## src/rtl/bus_arbiter_split_rr.sv

```systemverilog
// Round-robin bus arbiter with one outstanding split transaction.
// A master whose transfer is split is parked (msplit) and masked from normal
// arbitration. When the slave drops s_split, the parked master is re-granted
// with priority, and a one-cycle split_grant pulse is sent to the slave.
module bus_arbiter_split_rr #(
  parameter int unsigned NUM_MASTERS = 2,
  parameter int unsigned MID_W       = 1
) (
  input  logic                   clk,
  input  logic                   rstn,
  input  logic [NUM_MASTERS-1:0] breq,
  output logic [NUM_MASTERS-1:0] bgrant,
  output logic [NUM_MASTERS-1:0] msplit,
  input  logic                   s_split,
  output logic                   split_grant,
  output logic                   bus_busy,
  output logic [MID_W-1:0]       owner
);

  typedef enum logic {
    IDLE  = 1'b0,
    GRANT = 1'b1
  } state_t;

  state_t                 state;
  state_t                 state_nxt;
  logic [MID_W-1:0]       ptr;
  logic [MID_W-1:0]       ptr_nxt;
  logic [MID_W-1:0]       parked;
  logic [MID_W-1:0]       parked_nxt;
  logic [MID_W-1:0]       owner_nxt;
  logic                   pending;
  logic                   pending_nxt;
  logic                   s_split_q;
  logic                   split_rise;
  logic [NUM_MASTERS-1:0] bgrant_nxt;
  logic [NUM_MASTERS-1:0] msplit_nxt;
  logic                   split_grant_nxt;
  logic [NUM_MASTERS-1:0] parked_mask;
  logic [NUM_MASTERS-1:0] eligible;
  logic                   pick_found;
  logic [MID_W-1:0]       pick_idx;
  logic [MID_W-1:0]       cand;

  // s_split rising edge, relative to the previous cycle's sample
  assign split_rise = s_split & ~s_split_q;

  // Requests that may enter normal arbitration; a parked master stays masked
  always_comb begin
    parked_mask = '0;
    if (pending) begin
      parked_mask[parked] = 1'b1;
    end
    eligible = breq & ~parked_mask;
  end

  // Round-robin search: first eligible index after the pointer, with wrap
  always_comb begin
    pick_found = 1'b0;
    pick_idx   = '0;
    cand       = '0;
    for (int unsigned i = 1; i <= NUM_MASTERS; i++) begin
      cand = MID_W'((32'(ptr) + i) % NUM_MASTERS);
      if (!pick_found && eligible[cand]) begin
        pick_found = 1'b1;
        pick_idx   = cand;
      end
    end
  end

  // Next-state and next-output decode
  always_comb begin
    state_nxt       = state;
    bgrant_nxt      = bgrant;
    msplit_nxt      = msplit;
    split_grant_nxt = 1'b0;
    owner_nxt       = owner;
    ptr_nxt         = ptr;
    pending_nxt     = pending;
    parked_nxt      = parked;
    case (state)
      IDLE: begin
        bgrant_nxt = '0;
        if (pending && !s_split && breq[parked]) begin
          // Resume the parked master ahead of everyone else
          bgrant_nxt[parked] = 1'b1;
          msplit_nxt[parked] = 1'b0;
          split_grant_nxt    = 1'b1;
          pending_nxt        = 1'b0;
          owner_nxt          = parked;
          state_nxt          = GRANT;
        end else if (pending && !s_split) begin
          // Parked master gave up its request: abandon the split
          msplit_nxt[parked] = 1'b0;
          pending_nxt        = 1'b0;
        end else if (pick_found) begin
          bgrant_nxt[pick_idx] = 1'b1;
          owner_nxt            = pick_idx;
          ptr_nxt              = pick_idx;
          state_nxt            = GRANT;
        end
      end
      GRANT: begin
        if (split_rise && !pending) begin
          // Split takes precedence over a simultaneous request drop
          bgrant_nxt        = '0;
          msplit_nxt[owner] = 1'b1;
          pending_nxt       = 1'b1;
          parked_nxt        = owner;
          state_nxt         = IDLE;
        end else if (!breq[owner]) begin
          bgrant_nxt = '0;
          state_nxt  = IDLE;
        end
      end
      default: begin
        bgrant_nxt = '0;
        state_nxt  = IDLE;
      end
    endcase
  end

  // FSM state register
  always_ff @(posedge clk) begin
    if (!rstn) begin
      state <= IDLE;
    end else begin
      state <= state_nxt;
    end
  end

  // Control and registered outputs
  always_ff @(posedge clk) begin
    if (!rstn) begin
      bgrant      <= '0;
      msplit      <= '0;
      split_grant <= 1'b0;
      bus_busy    <= 1'b0;
      owner       <= '0;
      ptr         <= MID_W'(NUM_MASTERS - 1);
      pending     <= 1'b0;
      parked      <= '0;
      s_split_q   <= 1'b0;
    end else begin
      bgrant      <= bgrant_nxt;
      msplit      <= msplit_nxt;
      split_grant <= split_grant_nxt;
      bus_busy    <= |bgrant_nxt;
      owner       <= owner_nxt;
      ptr         <= ptr_nxt;
      pending     <= pending_nxt;
      parked      <= parked_nxt;
      s_split_q   <= s_split;
    end
  end

`ifndef SYNTHESIS
  // Structural invariants of the grant outputs
  a_onehot_grant: assert property (@(posedge clk) disable iff (!rstn) $onehot0(bgrant));
  a_split_grant:  assert property (@(posedge clk) disable iff (!rstn) split_grant |-> bgrant[owner]);
  a_busy:         assert property (@(posedge clk) disable iff (!rstn) bus_busy == (|bgrant));
`endif

endmodule

```

## config.mk

```make
export PLATFORM = sky130hd
export DESIGN_NAME = bus_arbiter_split_rr
export DESIGN_NICKNAME = d
export VERILOG_FILES = /design/src/rtl/bus_arbiter_split_rr.sv
export SDC_FILE = /design/constraint.sdc
export NUM_CORES = 1
export LEC_CHECK = 0
export ABC_AREA = 1
export BUFFER_PORTS_ARGS = -buffer_cell sky130_fd_sc_hd__buf_4
export CAP_MARGIN = 20
export CORE_AREA = 3 3 40 42
export CTS_BUF_LIST = sky130_fd_sc_hd__clkbuf_16
export CTS_CLUSTER_DIAMETER = 80
export DETAILED_ROUTE_END_ITERATION = 7
export DIE_AREA = 0 0 43 45
export GPL_ROUTABILITY_DRIVEN = 0
export PLACE_DENSITY = 0.68
export SLEW_MARGIN = 15
export SYNTH_ARGS = -nofsm -noshare
export SYNTH_HDL_FRONTEND = slang
export SYNTH_SLANG_ARGS = --single-unit
```

## constraint.sdc

```tcl
create_clock -name clk -period 1.3 [get_ports clk]
set_input_delay 0.065 -clock clk [delete_from_list [all_inputs] [get_ports clk]]
set_output_delay 0.065 -clock clk [all_outputs]
set_load 0.1 [all_outputs]
```

==> results of run 1 <==
placed cells by master, fill, tap and decap left out, types with 4 or more instances in the layout:
cell     instances
nor2_1           6
o21ai_0          4
nand2_2          7
inv_1           10
buf_4           12
inv_2            4
nand2_1         15
nand3_1          6
dfxtp_2          5
dfxtp_1          6
sequential cells by signal, indices dropped and copies added (netlist names):
register and count:
bus_busy 1, msplit 2, split_grant 1, pending 1
bgrant 2, s_split_q 1, state 1, ptr 1
parked 1, owner 1
per-layer routing:
metal / track usage (%) / vias to the layer above / share of wire, %
met2: 29.94 / 13 / 49
met1: 18.69 / 268 / 45
met5: 0 / - / 0
li1: - / 304 / -
met3: 3.586 / 7 / 3.4
met4: 10.24 / 0 / 2.9
critical path, delay by kind of cell (launching register included):
kind	cells	cell delay (ns)
flops	1	0.42
simple gates	5	0.39
compound gates	1	0.16
buf+inv	1	0.08
worst max path at each step:
stage,startpoint,endpoint,slack [ns],cells after the start
2_1_floorplan,msplit[1],msplit[1],0.11,4
3_3_place_gp,state,msplit[1],0.12,5
3_5_place_dp,state,pending,0.13,5
4_1_cts,state,bus_busy,0.07,5
5_1_grt,parked,bus_busy,0.05,7
6_report,parked,bus_busy,0.12,7
area by class of cell:
class / count / area (µm²) / share of cell area [%]
Multi-Input combinational cell: 57 / 307.8 / 38.56
Sequential cell: 12 / 250.2 / 31.35
Timing Repair Buffer: 12 / 90.09 / 11.29
Clock buffer: 3 / 75.07 / 9.404
Inverter: 14 / 52.55 / 6.583
Tap cell: 15 / 18.77 / 2.351
Clock inverter: 1 / 3.754 / 0.4702
where the power goes:
part | internal, mW | leakage [nW] | total, mW | switching, mW
clock | 0.405 | 0.0385 | 0.563 | 0.159
combinational | 0.0838 | 0.249 | 0.313 | 0.229
sequential | 0.405 | 0.101 | 0.446 | 0.0404
total | 0.894 | 0.389 | 1.32 | 0.428
repair_timing:
action,in CTS,in global routing
gates resized for setup,0,1
endpoints found under the setup margin,0,2
hold buffers,0,0
kinds of logic (layout without fill, tap and decap cells):
family / count (synthesis) / count (layout) / share of synthesized area [%]
simple gates: 43 / 43 / 35.92
buf+inv: 16 / 30 / 10.61
compound gates: 14 / 14 / 14.29
flops: 12 / 12 / 39.18
metrics by stage:
stage | util (%) | total power, mW | std cells | cell area, µm²
floorplan | - | 0.6896 | 85 | 621.8
global placement | 55.89 | 0.7545 | 110 | 718.2
detailed placement | 55.89 | 0.7589 | 110 | 718.2
CTS | 62.03 | 1.327 | 114 | 797.0
global route | 62.12 | 1.375 | 114 | 798.3
finish | 62.12 | 1.322 | 114 | 798.3
==> flow_metrics.tcl, run 1 <==
set metrics [dict create \
    rsz0062_at_grt "false" \
    hold-worst-slack_ns 0.03306 \
    clock_sinks 12 \
    crit_top_cell "nand2_1" \
    fin_crit_ns 1.177 \
    area_growth_pct 30.20 \
    hp-start "s_split" \
    synth_top_area_share_pct 39.18 \
    critPathMaxFanout 6 \
    grt_pass1_wl_mm 2.387 \
    required_ns 1.42 \
    synth_ff_type "dfxtp_1" \
    via_per_inst 5.193 \
    r2r_slack_ns 0.12 \
    setup_violations 0 \
    crit_chain "inv_2 > nand2_2 > nand3_2 > nand3_1 > nand2_1 > a21oi_2 > nand2_1" \
    drive_above_1_share_pct 41.41 \
    grt_usage_pct 16.94 \
    holdPathStages 3 \
    relSlewSlack_pct 81.47 \
    htree_levels 1 \
    path_clk_slew_ns 0.04 \
    clock_skew_ns 0.002534 \
    synthCells 85 \
    arrival_ns 1.30 \
    cts_setup_buffers 0 \
    power.leakage_nw 0.3893 \
    ys_top_cells_by_count "nand2_1 (15), dfxtp_1 (12), inv_1 (10), nand2_2 (7)" \
    ys_seq_area_share_pct 39.18 \
    dpl_worst_slack_ns 0.1295 \
    syn_area_um2 613.1 \
    vias 592 \
    gr-total-overflow 0 \
    yosys.area.top_type "dfxtp_1" \
    r2r_cells 7 \
    drt_iter0_drc 15 \
    cp-end-kind "register" \
    async_flop_share_pct 0 \
    die_area_um2 1935 \
    startpoint_type "register" \
    antenna_found_initial 0 \
    reg2reg_to "bus_busy" \
    status "completed" \
    slowest_stage "dfxtp_1" \
    start_util_pct 47.71 \
    core_area_um2 1285 \
    period_share_pct 90.57 \
    max_freq_mhz 849.3 \
    synth_area_per_cell_um2 7.213 \
    finalSetupTns_ns 0 \
    synth_area_leaders "dfxtp_1 (39%), nand2_1 (9.2%), nand2_2 (7.1%), inv_1 (6.1%), nand3_1 (4.9%)" \
    slowest_delay_ns 0.42 \
    clk_latency_ns 0.24 \
    synth_nets 90 \
    worst_pin_slew_ns 0.2750 \
    drtPass1Iterations 4 \
    slew_viol_final 0 \
    maxCapViolCount 0 \
    hold_viol 0 \
    grt_max_degree 12 \
    synth-seq-cells 12 \
    fin_nets 105 \
    yosys_warnings 0 \
    antenna_left 0 \
    die_h_um 45 \
    grt_pass1_vias 575 \
    cts-buffers-inserted 3 \
    fillers 109 \
    drc 0 \
    synth-edff-count 0 \
    timing.rr.start "parked" \
    diodes 0 \
    post-dp-hpwl_um 978.2 \
    min_to "s_split_q" \
    peakVddDrop_uv 896.3 \
    power_density_nw_per_um2 1655 \
    wl_per_cell_um 12.38 \
    ys_types 20 \
    port_buffers 11 \
    clock-root-buffer "clkbuf_16" \
    path_class "reg -> reg" \
    placementRows 13 \
    post-synth-top-count-cell "nand2_1" \
    wirelength_mm 1.411 \
    setup_slack_ns 0.1225 \
    fp.dieW_um 43 \
    cts_tree "done" \
    cts.path.max_buffers 2 \
    pin_count 12 \
    min_path_type "in -> reg" \
]
(Power assumes the default switching activity.)
==> run 2, diff against run 1 <==
--- a/config.mk
+++ b/config.mk
@@ -5,7 +5,6 @@
 export SDC_FILE = /design/constraint.sdc
 export NUM_CORES = 1
 export LEC_CHECK = 0
-export ABC_AREA = 1
 export BUFFER_PORTS_ARGS = -buffer_cell sky130_fd_sc_hd__buf_4
 export CAP_MARGIN = 20
 export CORE_AREA = 3 3 40 42
@@ -14,7 +13,7 @@
 export DETAILED_ROUTE_END_ITERATION = 7
 export DIE_AREA = 0 0 43 45
 export GPL_ROUTABILITY_DRIVEN = 0
-export PLACE_DENSITY = 0.68
+export PLACE_DENSITY = 0.66
 export SLEW_MARGIN = 15
 export SYNTH_ARGS = -nofsm -noshare
 export SYNTH_HDL_FRONTEND = slang
==> flow_metrics.tcl, run 2 <==
set metrics [dict create \
    status "completed" \
    setup_violations 0 \
    drive_above_1_share_pct 37.04 \
    hp-start "rstn" \
    drc 0 \
    wl_met3_um 68 \
    dp_cells 92 \
    dpl_worst_slack_ns 0.06215 \
    crit_chain "or3b_4 > nor2_2 > a21oi_2 > o211a_1" \
    synth-seq-cells 12 \
    synth_area_leaders "dfxtp_1 (41%), a21oi_1 (4.3%), nand2_1 (3.8%), nor2_1 (3.8%), mux2i_1 (3.4%)" \
    slowest_stage "or3b_4" \
    hold-worst-slack_ns 0.08748 \
    arrival_ns 1.36 \
    clock_skew_ns 0.004243 \
    yosys_warnings 0 \
    min_to "ptr" \
    timing.rr.start "state" \
    clock_sinks 12 \
    wl_per_cell_um 14.00 \
    hold_viol 0 \
    rsz0062_at_grt "false" \
    max_freq_mhz 811.9 \
    synth_area_per_cell_um2 9.028 \
    post-synth-top-count-cell "dfxtp_1" \
    synth-edff-count 0 \
    htree_levels 1 \
    mostFrequentLayoutCell "buf_4" \
    port_buffers 11 \
    drtPass1Iterations 4 \
    r2r_slack_ns 0.07 \
    synthCells 65 \
    fillers 102 \
    ys_top_cells_by_count "dfxtp_1 (12), nand2_1 (6), nor2_1 (6), a21oi_1 (5)" \
    min_path_type "in -> reg" \
    diodes 0 \
    core_area_um2 1285 \
    yosys.area.top_type "dfxtp_1" \
    grt_pass1_vias 506 \
    post-dp-hpwl_um 860.9 \
    holdPathStages 2 \
    syn_area_um2 586.8 \
    clock-root-buffer "clkbuf_16" \
    period_share_pct 94.74 \
    worst_pin_slew_ns 0.2952 \
    r2r_cells 4 \
    power.leakage_nw 0.3452 \
    via_per_inst 5.531 \
    cts-buffers-inserted 3 \
    start_util_pct 45.67 \
    grt_usage_pct 15.90 \
    slew_viol_final 0 \
    antenna_found_initial 0 \
    critPathTopFamily "simple AND/OR/NAND/NOR gates" \
    fp.dieW_um 43 \
    antenna_left 0 \
    gr-total-overflow 0 \
    maxCapViolCount 0 \
    drt_iter0_drc 18 \
    required_ns 1.43 \
    cts.path.max_buffers 2 \
    wirelength_mm 1.344 \
    relSlewSlack_pct 80.25 \
    ys_seq_area_share_pct 40.94 \
    placementRows 13 \
    multiInputGateArea_um2 337.8 \
    grt_max_degree 12 \
    final-seq-area_um2 246.5 \
    path_clk_slew_ns 0.05 \
    grt_pass1_wl_mm 2.249 \
    reg2reg_to "owner" \
    setup_slack_ns 0.06836 \
    dpl_cell_area_um2 705.7 \
    clk_latency_ns 0.24 \
    cp-end-kind "register" \
    ys_types 31 \
    biggestRegsByFlops "bgrant x2, msplit x2" \
    drt-met1-wl_um 644 \
    final_core_util_pct 62.71 \
    critPathMaxFanout 6 \
    cts_tree "done" \
    fin_cells 96 \
    startpoint_type "register" \
    top_layer "met4" \
    vias 531 \
    power_density_nw_per_um2 1596 \
    synth_ff_type "dfxtp_1" \
    peakVddDrop_uv 927.9 \
    pin_count 12 \
    synth_top_area_share_pct 40.94 \
    slowest_delay_ns 0.43 \
    die_area_um2 1935 \
    die_h_um 45 \
    async_flop_share_pct 0 \
    fin_crit_ns 1.232 \
    wl_met2_um 613 \
    worst-path-buf-inv 0 \
    fin_nets 87 \
    fin_area_um2 805.8 \
    layout_common_cells "buf_4 (15), dfxtp_1 (9), nor2_1 (6), nand2_1 (6), a21oi_1 (4)" \
    area_growth_pct 37.31 \
    path_class "reg -> reg" \
    synth_nets 70 \
]
==> run 2: changes by cell type after synthesis, moves of 3 or more <==
| cell | before | now |
|---|---|---|
| nand2_1 | 15 | 6 |
| inv_1 | 10 | 3 |
| nand2_2 | 7 | 0 |
| inv_2 | 4 | 0 |
| nand3_1 | 6 | 3 |
| nand3_2 | 3 | 0 |
==> run 2: cells by family (layout without fill, tap and decap cells) <==
logic type | Yosys count | after routing | synth area share (%)
AO/OA/AOI/OAI | 19 | 19 | 24.73
XOR/XNOR | 1 | 1 | 2.773
buffers and inverters | 6 | 22 | 5.329
flip-flops | 12 | 12 | 40.94
multiplexers | 3 | 3 | 5.330
AND/OR/NAND/NOR | 24 | 24 | 20.89
==> run 2: area by class of cell <==
cell class              instances  area share (%)
repair buffers                 15           13.98
clock buffers                   3           9.317
well taps                      15           2.329
inverters                       3           1.398
clock inverters                 1          0.4658
multi-input cells              47           41.93
flip-flops and latches         12           30.59
==> run 2: per-stage QoR <==
step                      setup TNS (ns)  total power, mW
after detailed placement               0           0.7073
after global routing                   0            1.335
after CTS                              0            1.279
after global placement                 0           0.7079
after floorplan                 -0.02708           0.6387
final                                  0            1.286
==> run 2: metal layers <==
layer,up-vias,global-route usage (%)
met5,-,0
met4,0,9.036
met3,2,3.586
met2,20,23.65
met1,242,21.27
li1,267,-
==> run 2: power breakdown <==
part	switching, mW	total, mW	internal [mW]
registers	0.0238	0.423	0.399
logic	0.200	0.295	0.0952
clock network	0.163	0.568	0.405
total	0.387	1.29	0.899
==> run 2: worst max-delay path by stage <==
| stage | start | to | slack [ns] | cells past startpoint |
|---|---|---|---|---|
| 6_report | state | owner | 0.07 | 4 |
| 5_1_grt | parked | owner | 0.0003 | 4 |
| 4_1_cts | state | owner | 0.04 | 4 |
| 3_5_place_dp | state | owner | 0.06 | 4 |
| 3_3_place_gp | state | owner | 0.05 | 4 |
| 2_1_floorplan | owner | bus_busy | -0.02 | 4 |
==> run 2: what timing repair did <==
action | 4_1_cts | 5_1_grt
hold buffers | 0 | 0
setup endpoints to repair | 0 | 2
gates resized for setup | 0 | 5
buffers inserted | 0 | 0
